### config.mk
export PLATFORM = sky130hd
export DESIGN_NAME = vga_timing_gen
export DESIGN_NICKNAME = d
export VERILOG_FILES = /design/src/rtl/vga_timing_pkg.sv /design/src/rtl/sync_delay_line.sv /design/src/rtl/vga_timing_gen.sv
export SDC_FILE = /design/constraint.sdc
export NUM_CORES = 1
export LEC_CHECK = 0
export ABC_AREA = 1
export ABC_CLOCK_PERIOD_IN_PS = 2850
export CORE_UTILIZATION = 56
export CTS_CLUSTER_DIAMETER = 120
export DETAILED_ROUTE_END_ITERATION = 6
export DONT_BUFFER_PORTS = 1
export PLACE_DENSITY = 0.7
export SYNTH_ARGS = -nofsm -noshare
export SYNTH_HDL_FRONTEND = slang
export SYNTH_SLANG_ARGS = --single-unit
### constraint.sdc
create_clock -name vga_clk -period 2.85 [get_ports vga_clk]
set_input_delay 0.1425 -clock vga_clk [delete_from_list [all_inputs] [get_ports vga_clk]]
set_output_delay 0.1425 -clock vga_clk [all_outputs]
set_load 0.02 [all_outputs]
### src/rtl/vga_timing_pkg.sv
// Shared VGA timing defaults and types for the 640x480@60Hz raster generator.
package vga_timing_pkg;

  localparam int COORD_W = 10;

  localparam int DEF_H_VISIBLE = 640;
  localparam int DEF_H_FP      = 16;
  localparam int DEF_H_SYNC    = 96;
  localparam int DEF_H_BP      = 48;
  localparam int DEF_V_VISIBLE = 480;
  localparam int DEF_V_FP      = 10;
  localparam int DEF_V_SYNC    = 2;
  localparam int DEF_V_BP      = 33;

  localparam int DEF_H_TOTAL = DEF_H_VISIBLE + DEF_H_FP + DEF_H_SYNC + DEF_H_BP;
  localparam int DEF_V_TOTAL = DEF_V_VISIBLE + DEF_V_FP + DEF_V_SYNC + DEF_V_BP;

  localparam int MAX_TOTAL      = 1 << COORD_W;
  localparam int MAX_SYNC_DELAY = 4;

  typedef logic [COORD_W-1:0] coord_t;

  typedef struct packed {
    logic hs;
    logic vs;
  } sync_t;

  // Half-open window test done in int so a bound equal to 2**COORD_W cannot wrap.
  function automatic logic in_window(coord_t pos, int lo, int hi);
    return (int'(pos) >= lo) && (int'(pos) < hi);
  endfunction

endpackage

### src/rtl/sync_delay_line.sv
// Fixed-width (2-bit) shift register that delays hs/vs to match the renderer RGB latency.
module sync_delay_line #(
  parameter int DEPTH = 1
) (
  input  logic       clk,
  input  logic       rst_n,
  input  logic [1:0] d,
  output logic [1:0] q
);

  if (DEPTH == 0) begin : g_bypass
    wire unused_clk_rst = clk ^ rst_n;
    assign q = d;
  end else begin : g_chain
    logic [1:0] stages [DEPTH];

    // NOTE: every stage is reset (unlike a data RAM) so sync reads inactive until real samples arrive.
    always_ff @(posedge clk or negedge rst_n) begin
      if (!rst_n) begin
        for (int i = 0; i < DEPTH; i++) stages[i] <= '1;
      end else begin
        stages[0] <= d;
        for (int i = 1; i < DEPTH; i++) stages[i] <= stages[i-1];
      end
    end

    assign q = stages[DEPTH-1];
  end

endmodule

### src/rtl/vga_timing_gen.sv
// VGA raster timing: DrawX/DrawY counters, blank, delayed hs/vs and frame strobes.
// Optional VGA_FRAME_COUNT_EN adds an 8-bit frame counter output.
module vga_timing_gen
  import vga_timing_pkg::*;
#(
  parameter int H_VISIBLE  = DEF_H_VISIBLE,
  parameter int H_FP       = DEF_H_FP,
  parameter int H_SYNC     = DEF_H_SYNC,
  parameter int H_BP       = DEF_H_BP,
  parameter int V_VISIBLE  = DEF_V_VISIBLE,
  parameter int V_FP       = DEF_V_FP,
  parameter int V_SYNC     = DEF_V_SYNC,
  parameter int V_BP       = DEF_V_BP,
  parameter int SYNC_DELAY = 1
) (
  input  logic               vga_clk,
  input  logic               reset_n,
  output logic [COORD_W-1:0] DrawX,
  output logic [COORD_W-1:0] DrawY,
  output logic               blank,
  output logic               hs,
  output logic               vs,
  output logic               frame_start,
  output logic               vblank_start
`ifdef VGA_FRAME_COUNT_EN
  ,output logic [7:0]        frame_count
`endif
);

  localparam int H_TOTAL  = H_VISIBLE + H_FP + H_SYNC + H_BP;
  localparam int V_TOTAL  = V_VISIBLE + V_FP + V_SYNC + V_BP;
  localparam int HS_START = H_VISIBLE + H_FP;
  localparam int HS_END   = HS_START + H_SYNC;
  localparam int VS_START = V_VISIBLE + V_FP;
  localparam int VS_END   = VS_START + V_SYNC;

  if (H_TOTAL > MAX_TOTAL || V_TOTAL > MAX_TOTAL) begin : g_bad_total
    $error("vga_timing_gen: H_TOTAL/V_TOTAL must not exceed %0d", MAX_TOTAL);
  end
  if (SYNC_DELAY < 0 || SYNC_DELAY > MAX_SYNC_DELAY) begin : g_bad_delay
    $error("vga_timing_gen: SYNC_DELAY must be in 0..%0d", MAX_SYNC_DELAY);
  end

  coord_t hc;
  coord_t vc;
  logic   line_end;
  logic   frame_end;
  sync_t  sync_raw;
  sync_t  sync_dly;

  assign line_end  = (int'(hc) == H_TOTAL - 1);
  assign frame_end = line_end && (int'(vc) == V_TOTAL - 1);

  // Reset parks the counters on the last pixel so the first edge lands on (0,0).
  // NOTE: sequential state uses non-blocking assignments so every register samples pre-edge values.
  always_ff @(posedge vga_clk or negedge reset_n) begin
    if (!reset_n) begin
      hc <= coord_t'(H_TOTAL - 1);
      vc <= coord_t'(V_TOTAL - 1);
    end else if (line_end) begin
      hc <= '0;
      vc <= frame_end ? '0 : vc + 1'b1;
    end else begin
      hc <= hc + 1'b1;
    end
  end

  assign DrawX        = hc;
  assign DrawY        = vc;
  assign blank        = in_window(hc, 0, H_VISIBLE) && in_window(vc, 0, V_VISIBLE);
  assign frame_start  = (hc == '0) && (vc == '0);
  assign vblank_start = (hc == '0) && (int'(vc) == V_VISIBLE);

  assign sync_raw.hs = !in_window(hc, HS_START, HS_END);
  assign sync_raw.vs = !in_window(vc, VS_START, VS_END);

  sync_delay_line #(
    .DEPTH (SYNC_DELAY)
  ) u_sync_delay (
    .clk   (vga_clk),
    .rst_n (reset_n),
    .d     (sync_raw),
    .q     (sync_dly)
  );

  assign hs = sync_dly.hs;
  assign vs = sync_dly.vs;

`ifdef VGA_FRAME_COUNT_EN
  // Advances on the wrap into (0,0), i.e. the same edge that raises frame_start.
  always_ff @(posedge vga_clk or negedge reset_n) begin
    if (!reset_n) begin
      frame_count <= 8'd0;
    end else if (frame_end) begin
      frame_count <= frame_count + 8'd1;
    end
  end
`endif

endmodule

* Word-level counts from Yosys, hierarchy flattened
Index checks and enable logic that the tools add are counted.
** Storage, ports and cells
- Flip-flop bits (word level) :: 22
- Bits of input ports :: 2
** Cells by class
- Add/sub/neg operators :: 2
- $lt $le $gt $ge :: 6
- Equality and inequality tests :: 3
- Mux-type cells :: 2
- Reductions and logical operators :: 10
** Operators by type and width (count)
- adder 10 x 1 -> 10 bit (second input constant) :: 2
- equality test 10 bit (second input constant) :: 2
- logical NOT 10 bit :: 2
- less-than comparator 10 bit (second input constant) :: 2
- less-than comparator 10 x 9 -> 1 bit (second input constant) :: 2
- 2-to-1 mux 10 bit :: 2
- equality test 10 x 9 -> 1 bit (second input constant) :: 1
- greater-or-equal comparator 10 bit (second input constant) :: 1
- greater-or-equal comparator 10 x 9 -> 1 bit (second input constant) :: 1
- logical AND 1 bit :: 6
- logical NOT 1 bit :: 2

* Depth between registers and ports, before layout
- Word-level depth :: 3
- Gate-level depth with buffers :: 9
- Depth with buffers taken out :: 9

* By module
From an unflattened synthesis, not the netlist that was laid out.
** Unflattened totals
- Cell total of the unflattened synthesis :: 172
- Area, all modules :: 1290.0 um^2
** Modules (own cells, without submodules)
- vga_timing_gen :: instances 1, cells an instance 170, area an instance 1237.4 um^2, sequential area each 513.0 um^2
- sync_delay_line :: instances 1, cells an instance 2, area an instance 52.6 um^2, sequential area each 52.6 um^2

* Worst setup path before layout
Ideal clock, no wire load.
- Path type :: register to output
- From :: reg vc[0], in the netlist DrawY[0]
- To :: out frame_start
- Arrival time :: 1.432 ns
- Setup slack :: 1.276 ns
- Stages on the path, launching flop included :: 7
- Path buffers :: 0
- Cells stage by stage :: dfrtp_1 inv_1 ha_1 inv_1 nor4_1 nand2_1 nor2_1
** Between the ends
- Cells in the longest elaborated chain, start to end :: 2
** Ends and longest elaborated chain
- start: declaration :: RTL line vga_timing_gen.sv:45 : coord_t vc;
- start signal: assignment :: RTL line vga_timing_gen.sv:59 : vc <= coord_t'(V_TOTAL - 1);
- start signal: assignment :: RTL line vga_timing_gen.sv:62 : vc <= frame_end ? '0 : vc + 1'b1;
- logical NOT 10 bit :: RTL line vga_timing_gen.sv:71 : assign frame_start = (hc == '0) && (vc == '0);
- logical AND 1 bit :: RTL line vga_timing_gen.sv:71
- end: declaration :: RTL line vga_timing_gen.sv:23 : output logic frame_start,
No other way between the ends.

* Worst setup path after layout
- From :: reg vc[0], in the netlist DrawY[0]
- To :: out vblank_start
** Between the ends
- Cells in the longest elaborated chain, start to end :: 2
** Ends and longest elaborated chain
- equality test 10 bit :: RTL line vga_timing_gen.sv:72 : assign vblank_start = (hc == '0) && (int'(vc) == V_VISIBLE);
- logical AND 1 bit :: RTL line vga_timing_gen.sv:72
- end: declaration :: RTL line vga_timing_gen.sv:24 : output logic vblank_start
No other way between the ends.

==> impl_metrics.csv <==
group,metric,value,unit
sta,relSlewSlack,35.7,%
pwr,leakagePower,0.692,nW
yosys,yosysSeqAreaShare,43.2,%
yosys,synth_cell_types,20,
sta,drv_slew,0,
pwr,clockPowerShare,30.7,%
yosys,netlist_area,1310,um2
yosys,synth_seq_cells,22,
global_route,grt_usage,23.3,%
pwr,p_seq_share,67.9,%
sta,worst_slack,0.819,ns
die,die_y,50.4,um
setup_path,crit_arrival,1.89,ns
die,num_rows,17,
global_route,grt.overflow.total,0,
layout,nets,189,
sta,fmax,492,MHz
outcome,status,"complete, no violations",
hold_path,min_path_type,"in -> async",
yosys,yosys_warnings,0,
detailed_routing,vias_per_cell,5.28,
sta,clock_skew,0.00470,ns
die,ios,27,
pwr,powerDensity,333,nW/um2
detailed_routing,drcViolationCount,0,
setup_path,crit_path_end,"vblank_start",
setup_path,r2r-end,"DrawY[7]",
setup_path,cp-end-kind,"output pin",
pwr,peakVddDrop,239,uV
die,die_x,50.4,um
detailed_routing,drt-met1-wl,1160,um
setup_path,r2r_start,"DrawX[0]",
setup_path,r2r.worst_path.cells,7,
sta,tightest_slew,0.962,ns
layout,drive_gt1_share,18.2,%
setup_path,r2r_slack,1.17,ns
detailed_routing,wire_per_inst,12.5,um
pwr,power_switching,98.1,uW
sta,rsz0062_at_grt,"no",
die,dieArea,2540,um2
place,port_buffers,0,
detailed_routing,dr_wl_met3,107,um
clock_tree,ctsResizeCount,0,
detailed_routing,num_vias,1104,
place,placed_cells,205,
yosys,syn_nets,182,
setup_path,required,2.71,ns
pwr,p_sw_share,21.3,%
setup_path,start_kind,"register",
setup_path,critPathKind,"reg -> out",
clock_tree,cts_sinks,22,
sta,hold_viol_final,0,
clock_tree,cts_tree,"done",
place,place_hpwl,2020,um
layout,antenna_cells,0,
pwr,intPower,363,uW
sta,min_period,2.03,ns
detailed_routing,route.met2.wl,1310,um
global_route,grt_pass1_vias,1045,
global_route,grt_pass1_wl,4410,um
global_route,grt_max_degree,23,
clock_tree,clk_pin_slew_worst_paths,0.12,ns
detailed_routing,drtPass1Iterations,4,
clock_tree,clkLatencyLatePin,0.30,ns
yosys,avgSynthCellArea,7.44,um2
clock_tree,cts_buffer_depth,2,
global_route,antenna_found_initial,0,
clock_tree,root_buffer,"clkbuf_4",
sta,setup_viol,0,
layout,fillCellCount,210,
detailed_routing,dr.first_iter.drc_count,31,
sta,tns,0,ns
die,core_area,2210,um2
setup_path,cp_max_fo,4,
place,place_ws,1.16,ns
die,start_util,59.2,%
detailed_routing,wirelength,2620,um
clock_tree,numCtsBuffers,3,
clock_tree,htreeDepth,1,
place,gp_congestion,0.818,
setup_path,crit_start,"DrawY[0]",
flow_run,cap_violations,0,
pwr,power.share.combinational,1.4,%
detailed_routing,top_layer,"met4",
detailed_routing,drtAntennaViolNets,0,
sta,fin_crit_sh,71.3,%
layout,finalNonFillerCells,209,
layout,syn2layout_area_growth,5.73,%
yosys,synthCells,176,
-- per-layer routing --
layer	vias to the layer above	track usage, %
li1	553	-
met1	514	27.9
met2	29	40.4
met3	8	4.55
met4	0	9.72
met5	-	0
-- critical path: stages (launching register included) --
cell and delay (ns):
dfrtp_1 0.49, inv_1 0.16, ha_1 0.19, inv_1 0.06, nor4_1 0.25, nand2_1 0.10, nor2_1 0.32
-- kinds of logic (layout without fill, tap and decap cells) --
family | count (synthesis) | after routing | share of synthesized area [%]
buffers and inverters | 30 | 35 | 8.60
flip-flops | 22 | 22 | 43.2
XOR/XNOR | 5 | 5 | 3.34
adder cells (fa/ha/maj) | 4 | 4 | 3.82
AO/OA/AOI/OAI | 5 | 5 | 1.91
AND/OR/NAND/NOR | 110 | 110 | 39.2
-- cell type report --
cell class | count | area, um2 | area share (%)
tap | 28 | 35.0 | 2.53
clock buffer | 3 | 22.5 | 1.63
timing repair buffer | 2 | 17.5 | 1.26
inverter | 30 | 113 | 8.13
multi-input combinational | 124 | 632 | 45.6
sequential | 22 | 566 | 40.8
-- how the worst min path moves through the flow --
stage,start,end,slack [ns],cells past startpoint
floorplan,reset_n,DrawX[5],-0.15,0
global placement,reset_n,DrawX[5],-0.15,0
detailed placement,reset_n,DrawX[5],-0.15,0
CTS,reset_n,DrawX[6],0.46,1
global route,reset_n,DrawX[5],0.51,1
finish,reset_n,DrawX[6],0.42,1
-- placed cells by master, fill, tap and decap left out --
cell and n:
inv_2 3, nand3_1 11, dfrtp_1 10, nand4_2 1, dlygate4sd3_1 1, nand3b_1 1, nand4_1 6, nor2_1 27
xor2_1 2, nor2_2 4, nor2_4 3, clkbuf_4 3, o21ai_0 5, nand2_1 46, nor3_1 1, or2_2 2
nor4_1 4, xnor2_1 3, inv_1 27, dfstp_2 12, ha_1 4, nand2_2 4, buf_4 1
-- sequential cells by signal, indices dropped and copies added, names as in the netlist --
register        count
DrawY              10
DrawX              10
u_sync_delay.q      2
-- metrics by stage --
step	power, mW	util (%)	area (um2)	hold slack (ns)
3_5_place_dp	0.318	61.1	1350	-0.152
3_3_place_gp	0.318	61.1	1350	-0.153
2_1_floorplan	0.318	-	1310	-0.153
5_1_grt	0.473	62.6	1390	0.508
6_report	0.461	62.6	1390	0.421
4_1_cts	0.464	62.6	1390	0.458
-- synthesized netlist by cell type --
master,instances,area [um2]
nor2_4,3,33.8
nand4_2,1,12.5
nand2_2,4,25.0
xor2_1,2,17.5
or2_2,2,12.5
dfstp_2,12,315
inv_2,3,11.3
nand2_1,46,173
ha_1,4,50.1
dfrtp_1,10,250
nand3_1,11,55.1
xnor2_1,3,26.3
nand3b_1,1,7.51
nor4_1,4,25.0
nor2_2,4,25.0
nor3_1,1,5.00
o21ai_0,5,25.0
nor2_1,27,101
inv_1,27,101
nand4_1,6,37.5
-- repair_timing --
action                     in CTS  in global routing
hold endpoints to repair       22                  0
setup buffers                   0                  0
hold buffers                    1                  0
setup endpoints to repair       0                  0
-- power groups by stage --
stage                     Sequential, mW  Combinational, mW  Clock, mW
after CTS                          0.313            0.00710      0.144
after global routing               0.313            0.00789      0.152
final                              0.313            0.00658      0.142
after floorplan                    0.318        0.000000410          0
after detailed placement           0.318        0.000000415          0
after global placement             0.318        0.000000415          0
(Power assumes the default switching activity.)
